[src/rtl/anim_frame_seq.sv]
// Sprite animation sequencer: counts video frame ticks and steps a 3-bit frame
// select through NUM_FRAMES frames in loop, ping-pong, one-shot or freeze mode.
module anim_frame_seq #(
  parameter int NUM_FRAMES = 8,
  parameter int HOLD_W     = 4
) (
  input  logic              Clk,
  input  logic              Reset_n,
  input  logic              frame_tick,
  input  logic              start,
  input  logic              stop,
  input  logic [1:0]        mode,
  input  logic [HOLD_W-1:0] hold,
  output logic [2:0]        S,
  output logic              busy,
  output logic              done,
  output logic              wrap
);

  typedef enum logic [1:0] {
    ST_IDLE = 2'd0,
    ST_RUN  = 2'd1,
    ST_DONE = 2'd2
  } state_t;

  localparam logic [2:0] LP_LAST   = 3'(NUM_FRAMES - 1);
  localparam logic [1:0] MD_LOOP   = 2'b00;
  localparam logic [1:0] MD_PING   = 2'b01;
  localparam logic [1:0] MD_ONE    = 2'b10;
  localparam logic [1:0] MD_FREEZE = 2'b11;

  state_t            r_state, w_state_nxt;
  logic [2:0]        r_s, w_s_nxt;
  logic [HOLD_W-1:0] r_hold_cnt, w_hold_cnt_nxt;
  logic              r_dir_down, w_dir_down_nxt;
  logic              r_busy, r_done, r_wrap;
  logic              w_done_nxt, w_wrap_nxt;
  logic [HOLD_W-1:0] w_h_m1;
  logic              w_adv;

  // hold of 0 behaves as 1; live hold value so a shrink takes effect at once
  assign w_h_m1 = (hold == {HOLD_W{1'b0}}) ? {HOLD_W{1'b0}} : (hold - {{(HOLD_W-1){1'b0}}, 1'b1});
  assign w_adv  = (r_hold_cnt >= w_h_m1);

  // State and output registers
  always_ff @(posedge Clk or negedge Reset_n) begin
    if (!Reset_n) begin
      r_state    <= ST_IDLE;
      r_s        <= 3'd0;
      r_hold_cnt <= {HOLD_W{1'b0}};
      r_dir_down <= 1'b0;
      r_busy     <= 1'b0;
      r_done     <= 1'b0;
      r_wrap     <= 1'b0;
    end else begin
      r_state    <= w_state_nxt;
      r_s        <= w_s_nxt;
      r_hold_cnt <= w_hold_cnt_nxt;
      r_dir_down <= w_dir_down_nxt;
      r_busy     <= (w_state_nxt == ST_RUN);
      r_done     <= w_done_nxt;
      r_wrap     <= w_wrap_nxt;
    end
  end

  // Next-state logic: stop > start > frame_tick
  always_comb begin
    w_state_nxt    = r_state;
    w_s_nxt        = r_s;
    w_hold_cnt_nxt = r_hold_cnt;
    w_dir_down_nxt = r_dir_down;
    w_done_nxt     = 1'b0;
    w_wrap_nxt     = 1'b0;
    if (stop) begin
      w_state_nxt    = ST_IDLE;
      w_s_nxt        = 3'd0;
      w_hold_cnt_nxt = {HOLD_W{1'b0}};
      w_dir_down_nxt = 1'b0;
    end else if (start) begin
      w_state_nxt    = ST_RUN;
      w_s_nxt        = 3'd0;
      w_hold_cnt_nxt = {HOLD_W{1'b0}};
      w_dir_down_nxt = 1'b0;
    end else begin
      case (r_state)
        ST_RUN: begin
          if (frame_tick && (mode != MD_FREEZE)) begin
            if (w_adv) begin
              w_hold_cnt_nxt = {HOLD_W{1'b0}};
              case (mode)
                MD_LOOP: begin
                  if (r_s == LP_LAST) begin
                    w_s_nxt    = 3'd0;
                    w_wrap_nxt = 1'b1;
                  end else begin
                    w_s_nxt = r_s + 3'd1;
                  end
                end
                MD_PING: begin
                  if (NUM_FRAMES == 1) begin
                    w_s_nxt    = 3'd0;
                    w_wrap_nxt = 1'b1;
                  end else if (!r_dir_down && (r_s == LP_LAST)) begin
                    w_dir_down_nxt = 1'b1;
                    w_s_nxt        = r_s - 3'd1;
                    w_wrap_nxt     = 1'b1;
                  end else if (r_dir_down && (r_s == 3'd0)) begin
                    w_dir_down_nxt = 1'b0;
                    w_s_nxt        = r_s + 3'd1;
                    w_wrap_nxt     = 1'b1;
                  end else if (r_dir_down) begin
                    w_s_nxt = r_s - 3'd1;
                  end else begin
                    w_s_nxt = r_s + 3'd1;
                  end
                end
                MD_ONE: begin
                  if (r_s == LP_LAST) begin
                    w_state_nxt = ST_DONE;
                    w_done_nxt  = 1'b1;
                  end else begin
                    w_s_nxt = r_s + 3'd1;
                  end
                end
                default: begin
                  w_s_nxt = r_s;
                end
              endcase
            end else begin
              w_hold_cnt_nxt = r_hold_cnt + {{(HOLD_W-1){1'b0}}, 1'b1};
            end
          end else begin
            w_s_nxt = r_s;
          end
        end
        ST_DONE: begin
          w_s_nxt = r_s;
        end
        ST_IDLE: begin
          w_s_nxt = 3'd0;
        end
        default: begin
          w_state_nxt = ST_IDLE;
          w_s_nxt     = 3'd0;
        end
      endcase
    end
  end

  assign S    = r_s;
  assign busy = r_busy;
  assign done = r_done;
  assign wrap = r_wrap;

endmodule

[config.mk]
export PLATFORM = sky130hd
export DESIGN_NAME = anim_frame_seq
export DESIGN_NICKNAME = d
export VERILOG_FILES = /design/src/rtl/anim_frame_seq.sv
export SDC_FILE = /design/constraint.sdc
export NUM_CORES = 1
export LEC_CHECK = 0
export ABC_CLOCK_PERIOD_IN_PS = 1900
export BUFFER_PORTS_ARGS = -buffer_cell sky130_fd_sc_hd__buf_2
export CAP_MARGIN = 25
export CELL_PAD_IN_SITES_DETAIL_PLACEMENT = 2
export CELL_PAD_IN_SITES_GLOBAL_PLACEMENT = 2
export CORE_MARGIN = 4
export CORE_UTILIZATION = 30
export CTS_CLUSTER_DIAMETER = 200
export DETAILED_ROUTE_END_ITERATION = 6
export PLACE_DENSITY = 0.85
export SLEW_MARGIN = 20
export SYNTH_ARGS = -nofsm -noshare
export SYNTH_HDL_FRONTEND = slang
export SYNTH_SLANG_ARGS = --single-unit
[constraint.sdc]
create_clock -name Clk -period 1.9 [get_ports Clk]
set_clock_uncertainty 0.05 [all_clocks]
set_input_delay 0.19 -clock Clk [delete_from_list [all_inputs] [get_ports Clk]]
set_output_delay 0.19 -clock Clk [all_outputs]
set_load 0.1 [all_outputs]
==> results of run 1 <==
cell families (layout without fill, tap and decap cells):
| group | after synthesis | after routing | share of synthesized area (%) |
|---|---|---|---|
| AO/OA/AOI/OAI | 30 | 30 | 19.9 |
| XOR/XNOR | 1 | 1 | 0.805 |
| adder cells (fa/ha/maj) | 13 | 13 | 14.9 |
| flip-flops | 13 | 13 | 29.9 |
| buffers and inverters | 11 | 46 | 4.48 |
| AND/OR/NAND/NOR | 59 | 59 | 30.0 |
registers in the layout, summed over array words and instances, names as in the netlist:
name and cells:
r_hold_cnt 4, busy 1, wrap 1, r_dir_down 1, done 1, S 3
r_state 2
final timing paths:
path                                from       endpoint  slack (ps)  cells after the start
max                              hold[1]           S[1]         -40                     11
max reg2reg                         S[1]           S[1]         -10                      6
min reg2reg                r_hold_cnt[3]  r_hold_cnt[3]         550                      2
min in group asynchronous        Reset_n           busy         280                      2
min                                 stop           busy          30                      2
max in group asynchronous        Reset_n           S[0]        1240                      2
power groups by stage:
stage	combinational [W]	clock, W	sequential [W]
after floorplan	0.0000758	0	0.000300
after global placement	0.000133	0	0.000289
after detailed placement	0.000144	0	0.000289
after CTS	0.000151	0.000198	0.000283
after global routing	0.000173	0.000212	0.000284
final	0.000158	0.000194	0.000283
through the flow:
| step | utilization, % | area (µm²) | hold WS, ps | worst slack [ps] | TNS (ps) |
|---|---|---|---|---|---|
| floorplan | - | 1140 | -156 | -271 | -1270 |
| global placement | 40.2 | 1370 | 50.9 | -283 | -2880 |
| detailed placement | 40.2 | 1370 | 60.4 | -410 | -4710 |
| CTS | 41.9 | 1430 | 24.2 | -27.6 | -47.0 |
| global route | 43.3 | 1480 | 25.2 | -123 | -467 |
| finish | 43.3 | 1480 | 26.1 | -39.7 | -66.5 |
synth_stat cells (all sizes together), types with 2 or more instances:
cell type,number,area [µm²]
a21oi,9,45.0
a31o,2,17.5
and2,2,12.5
clkbuf,3,11.3
dfrtp,13,325
ha,13,163
inv,7,26.3
nand2,11,41.3
nand2b,4,32.5
nand3,8,40.0
nand4b,2,17.5
nor2,13,48.8
nor2b,4,25.0
nor3,5,25.0
o21a,2,15.0
o21ai,6,30.0
o22ai,2,12.5
or2,3,18.8
layout make-up:
cell class,instances,area (µm²),area share [%]
Multi-Input combinational cell,103,807,54.5
Sequential cell,13,337,22.7
Timing Repair Buffer,35,225,15.2
Tap cell,46,57.6,3.89
Inverter,7,26.3,1.78
Clock buffer,3,22.5,1.52
Clock inverter,1,5.00,0.338
routing by layer:
metal / wire length (µm) / global-route usage, % / up-vias
met5: 0 / 0 / -
met4: 87 / 5.96 / 0
met3: 67 / 1.48 / 9
met2: 2130 / 35.1 / 22
met1: 1520 / 19.1 / 542
li1: - / - / 526
worst register-to-register path: cells and delay by family (launching register included):
kind / cells / cell delay [ps]
AND/OR/NAND/NOR: 1 / 240
flip-flops: 1 / 520
adder cells (fa/ha/maj): 2 / 330
AO/OA/AOI/OAI: 3 / 670
timing repair:
action | in CTS | in global routing
setup buffers | 0 | 1
hold endpoints to repair | 13 | 0
resized for setup | 8 | 9
setup endpoints to repair | 12 | 9
hold buffers | 1 | 0
pin swaps | 5 | 7
==> impl_summary.txt, run 1 <==
----------------------------------------------------
[Final layout]
  Leading cell type in the layout, fill and taps excluded ... sky130_fd_sc_hd__buf_4
  Net count reported at finish ... 187
  Layout cell share with drive strength beyond 1 ... 38.3%
  Commonest cells after routing, fill and taps aside ... sky130_fd_sc_hd__buf_4 (18), sky130_fd_sc_hd__buf_2 (16), sky130_fd_sc_hd__nand2_1 (11)
  Final-layout fill cell count ... 399
  Synth-to-Final Area Change ... 36.0%
  Inserted Diodes ... 0
  Final cell count without fillers ... 208

[Critical path]
  CP max FO ... 4
  Arrival time of data at the critical path endpoint ... 2080 ps
  CP max stage cell ... sky130_fd_sc_hd__a2111oi_4
  Worst Path Class, Setup ... in -> reg
  Maximum single-stage delay on the critical path ... 340 ps
  CP required ... 2040 ps
  Total buffers and inverters traversed by the critical path ... 4
  Critical path cell sequence ... buf_2, buf_4, nor3_2, nor2_1, ha_4, nand2b_4, a2111oi_4, buf_4, nor4_4, buf_4, a31o_1
  Family with the most delay on the worst path ... buffers and inverters
  Nature of the critical path endpoint ... register
  Cell with the most instances on the worst path ... sky130_fd_sc_hd__buf_4
  Worst setup SP type ... primary input

[STA]
  Maximum achievable frequency ... 516 MHz
  Unrepaired setup endpoints after global routing ... true
  Transition time of the tightest slew-check pin ... 492 ps
  Setup violators final ... 2
  Worst Setup Slack, final ... -39.7 ps
  Number of hold violations in the final report ... 0
  Post-route minimum period ... 1940 ps
  Fraction of the cycle the final worst path needs ... 102%
  Worst-case headroom to the max-slew limit ... 67.4%
  Number of slew-limit violations in the final report ... 0

[Floorplanning]
  Vertical die dimension ... 68.2 µm
  CORE AREA ... 0.00342 mm²
  Die X-Extent ... 68.2 µm
  Starting density of the core ... 31.9%
  Number of ports placed on the die boundary ... 17
  Row cnt ... 21
  Floorplan die area ... 0.00466 mm²

[Synth]
  Cell variety after synth ... 38
  Total nets after synthesis ... 151
  Synth warn ... 0
  Cell Area, Synth ... 0.00109 mm²
  Avg Cell Area, Syn ... 8.57 µm²
  FF+latch count, synth ... 13
  Part of the Yosys area used for sequential elements ... 29.9%
  Cells after Synth ... 127
  Post-synth EDFFs ... 0
  Most frequently used flop master after synthesis ... sky130_fd_sc_hd__dfrtp_1
  Proportion of synthesized flip-flops having asynchronous set or reset ... 100%

[Global routing]
  Global-route usage over all layers ... 17.7%
  Number of global-route vias before repair ... 1,284
  Largest net degree at the start of global routing ... 14
  Final global-route overflow total ... 0
  First-pass GRT wire length ... 6000 µm
  Antenna violations before repair ... 0

[Detailed routing]
  Number of DRC markers in iteration 0 ... 24
  Drt pass-1 iters ... 4
  Drt total wl ... 3800 µm
  ANT nets after route ... 0
  Wire length per cell ... 18.3 µm
  Vias per inst ... 5.28
  Post-route DRC ... 0
  Via count ... 1,099

[CTS]
  CTS clk-pin slew, worst paths ... 100 ps
  Insertion delay to the later sink of the worst-skew pair ... 300 ps
  Clock tree from TritonCTS ... done
  Total number of H-tree levels ... 1
  CTS Buffer Depth ... 2
  Number of CTS-inserted buffers ... 3
  Clk root buf ... sky130_fd_sc_hd__clkbuf_4
  Number of sinks driven by the clock tree ... 13

[Power and ir drop]
  Internal Pwr Total ... 0.000421 W
  Switching power total ... 0.000215 W
  Fraction of power consumed by the clock network ... 30.5%
  Part of the power in registers ... 44.6%
  Share of total power consumed by net switching ... 33.8%
  Standby leakage power ... 0.636 nW
  PwrDens ... 429 mW/mm²
  Combinational power share ... 24.9%
  Final Total Pwr ... 0.000636 W
  Largest voltage drop on the vdd net ... 0.000158 V

[Min path]
  Hold Crit Class ... in -> reg

[Flow run]
  Max Cap Viol ... 0

[Placement]
  Half-perimeter wire length of the detailed placement result ... 2920 µm
  Routability cong. ... 0.839
  Inst Count DP ... 202
  Total of buffers placed on input and output ports ... 16

[Run status]
  Result of the run ... complete, but fails checks
  Failing checks ... negative setup slack

----------------------------------------------------
(Power assumes the default switching activity.)
==> run 2: changes to the inputs <==
Settings changed: CELL_PAD_IN_SITES_DETAIL_PLACEMENT 2 to 0.
==> impl_summary.txt, run 2 (synthesized netlist as in run 1, its figures left out) <==
----------------------------------------------------
[Placement]
  Routability cong. ... 0.839 (unchanged)
  Half-perimeter wire length of the detailed placement result ... 2120 µm (-27%)
  Dpl cell area ... 0.00137 mm² (unchanged)
  Inst Count DP ... 202 (unchanged)
  Total of buffers placed on input and output ports ... 16 (unchanged)
  Post-Place Setup Slack ... -320 ps (+90.2 ps)

[STA]
  Fraction of the cycle the final worst path needs ... 98.9% (-3.2 points)
  Number of hold violations in the final report ... 0 (unchanged)
  Number of slew-limit violations in the final report ... 0 (unchanged)
  Transition time of the tightest slew-check pin ... 487 ps (-4.27 ps)
  Post-route minimum period ... 1880 ps (-60.2 ps)
  Worst-case headroom to the max-slew limit ... 67.7% (+0.28 points)
  Worst Setup Slack, final ... 20.5 ps (+60.2 ps)
  Unrepaired setup endpoints after global routing ... true
  Setup violators final ... 0 (-2)
  Maximum achievable frequency ... 532 MHz (+3.2%)

[Final layout]
  Final-layout fill cell count ... 362 (-9.3%)
  Final cell count without fillers ... 209 (+0.48%)
  Inserted Diodes ... 0 (unchanged)
  Leading cell type in the layout, fill and taps excluded ... sky130_fd_sc_hd__buf_4
  Largest Register ... r_hold_cnt
  Synth-to-Final Area Change ... 33.8%
  Layout cell share with drive strength beyond 1 ... 35.0% (-3.3 points)
  Max FFs per register ... 4 (unchanged)
  Commonest cells after routing, fill and taps aside ... sky130_fd_sc_hd__buf_4 (19), sky130_fd_sc_hd__buf_2 (16), sky130_fd_sc_hd__nand2_1 (11)
  Finished layout cell area ... 0.00146 mm² (-1.6%)
  Net count reported at finish ... 188 (+0.53%)

[CTS]
  Clock tree from TritonCTS ... done
  Number of sinks driven by the clock tree ... 13 (unchanged)
  Number of CTS-inserted buffers ... 3 (unchanged)
  Clk root buf ... sky130_fd_sc_hd__clkbuf_4
  Total number of H-tree levels ... 1 (unchanged)
  CTS clk-pin slew, worst paths ... 80 ps (-20 ps)
  CTS Buffer Depth ... 2 (unchanged)
  Insertion delay to the later sink of the worst-skew pair ... 270 ps (-30 ps)

[Critical path]
  Startpoint of the most critical register-to-register path ... S[1]
  CP max stage cell ... sky130_fd_sc_hd__dfrtp_4
  Worst setup SP type ... register
  Worst reg2reg path endpoint ... S[1]
  CP required ... 2010 ps (-30 ps)
  Maximum single-stage delay on the critical path ... 510 ps (+170 ps)
  Family with the most delay on the worst path ... compound AO/OA/AOI/OAI gates
  Nature of the critical path endpoint ... register
  Count of cells along the worst register-to-register path ... 6 (unchanged)
  Critical path cell sequence ... ha_4, ha_4, a221o_1, nor4_4, o22ai_1, a31o_1
  Cell with the most instances on the worst path ... sky130_fd_sc_hd__ha_4
  Total buffers and inverters traversed by the critical path ... 0 (-4)
  Worst Path Class, Setup ... reg -> reg
  CP max FO ... 4 (unchanged)
  Register-to-register setup slack ... 20 ps (+30 ps)
  Arrival time of data at the critical path endpoint ... 1990 ps (-90 ps)

[Power and ir drop]
  PwrDens ... 411 mW/mm² (-4.2%)
  Fraction of power consumed by the clock network ... 28.5% (-2.0 points)
  Largest voltage drop on the vdd net ... 0.000124 V (-22%)
  Internal Pwr Total ... 0.000423 W (+0.42%)
  Share of total power consumed by net switching ... 29.4% (-4.4 points)
  Switching power total ... 0.000176 W (-18%)
  Combinational power share ... 24.2% (-0.7 points)
  Standby leakage power ... 0.632 nW (-0.68%)
  Part of the power in registers ... 47.3% (+2.7 points)
  Final Total Pwr ... 0.000599 W (-5.8%)

[Floorplanning]
  Die X-Extent ... 68.2 µm (unchanged)
  Starting density of the core ... 31.9% (unchanged)
  Row cnt ... 21 (unchanged)
  CORE AREA ... 0.00342 mm² (unchanged)
  Vertical die dimension ... 68.2 µm (unchanged)
  Floorplan die area ... 0.00466 mm² (unchanged)
  Number of ports placed on the die boundary ... 17 (unchanged)

[Detailed routing]
  Drt pass-1 iters ... 4 (unchanged)
  ANT nets after route ... 0 (unchanged)
  Wire length per cell ... 12.5 µm (-31%)
  Number of DRC markers in iteration 0 ... 64 (+170%)
  Post-route DRC ... 0 (unchanged)
  Via count ... 1,036 (-5.7%)
  Vias per inst ... 4.96 (-6.2%)
  Drt total wl ... 2620 µm (-31%)

[Global routing]
  Final global-route overflow total ... 0 (unchanged)
  Global-route usage over all layers ... 13.2% (-4.5 points)
  First-pass GRT wire length ... 4600 µm (-23%)
  Largest net degree at the start of global routing ... 14 (unchanged)
  Number of global-route vias before repair ... 1,048 (-18%)
  Antenna violations before repair ... 0 (unchanged)

[Flow run]
  Max Cap Viol ... 0 (unchanged)

[Min path]
  Hold Crit Class ... in -> reg
  WHS Path Cells ... 2 (unchanged)
  Worst min-delay path endpoint ... busy
  Hold path start ... stop

[Run status]
  Result of the run ... finished, final reports clean

----------------------------------------------------
## run 2: worst max path at each step
stage	cells past startpoint	start	slack, ps	end
6_report	6	S[1]	20	S[1]
5_1_grt	6	S[1]	-60	S[1]
4_1_cts	8	r_hold_cnt[0]	-10	S[2]
3_5_place_dp	9	hold[1]	-320	r_dir_down
3_3_place_gp	9	hold[1]	-280	r_dir_down
2_1_floorplan	7	S[0]	-270	S[1]
## run 2: metrics by stage
step                      hold WS, ps  setup TNS, ps  util (%)
after global routing             66.7           -101      42.6
after CTS                        50.7          -13.2      42.1
after global placement           50.9          -2880      40.2
final                            58.8              0      42.6
after detailed placement         51.2          -3420      40.2
after floorplan                  -156          -1270         -
## run 2: cell type report
class                           instances  area, µm²  share of cell area (%)
Inverter                                7       26.3                    1.80
Multi-Input combinational cell        103        777                    53.4
Sequential cell                        13        337                    23.1
Timing Repair Buffer                   36        233                    16.0
Tap cell                               46       57.6                    3.95
Clock buffer                            4       26.3                    1.80
## run 2: repair_timing
action                                  4_1_cts  5_1_grt
endpoints found under the setup margin        4       11
hold buffers                                  1        0
resized for setup                             5        4
cloned                                        0        0
pin swaps                                     2        5
hold endpoints to repair                     13        0
setup buffers                                 1        1
## run 2: per-layer routing
layer / up-vias / part of all wire, % / global-route usage [%]
met1: 495 / 48 / 16.7
met5: - / 0 / 0
li1: 528 / - / -
met4: 0 / 1.1 / 5.96
met2: 11 / 49 / 22.6
met3: 2 / 2.1 / 0.985
## run 2: power by group through the flow
stage	Sequential, W	Combinational, W	Clock (W)
after global placement	0.000289	0.000133	0
after global routing	0.000284	0.000162	0.000188
after detailed placement	0.000289	0.000137	0
final	0.000283	0.000145	0.000171
after floorplan	0.000300	0.0000758	0
after CTS	0.000283	0.000144	0.000175
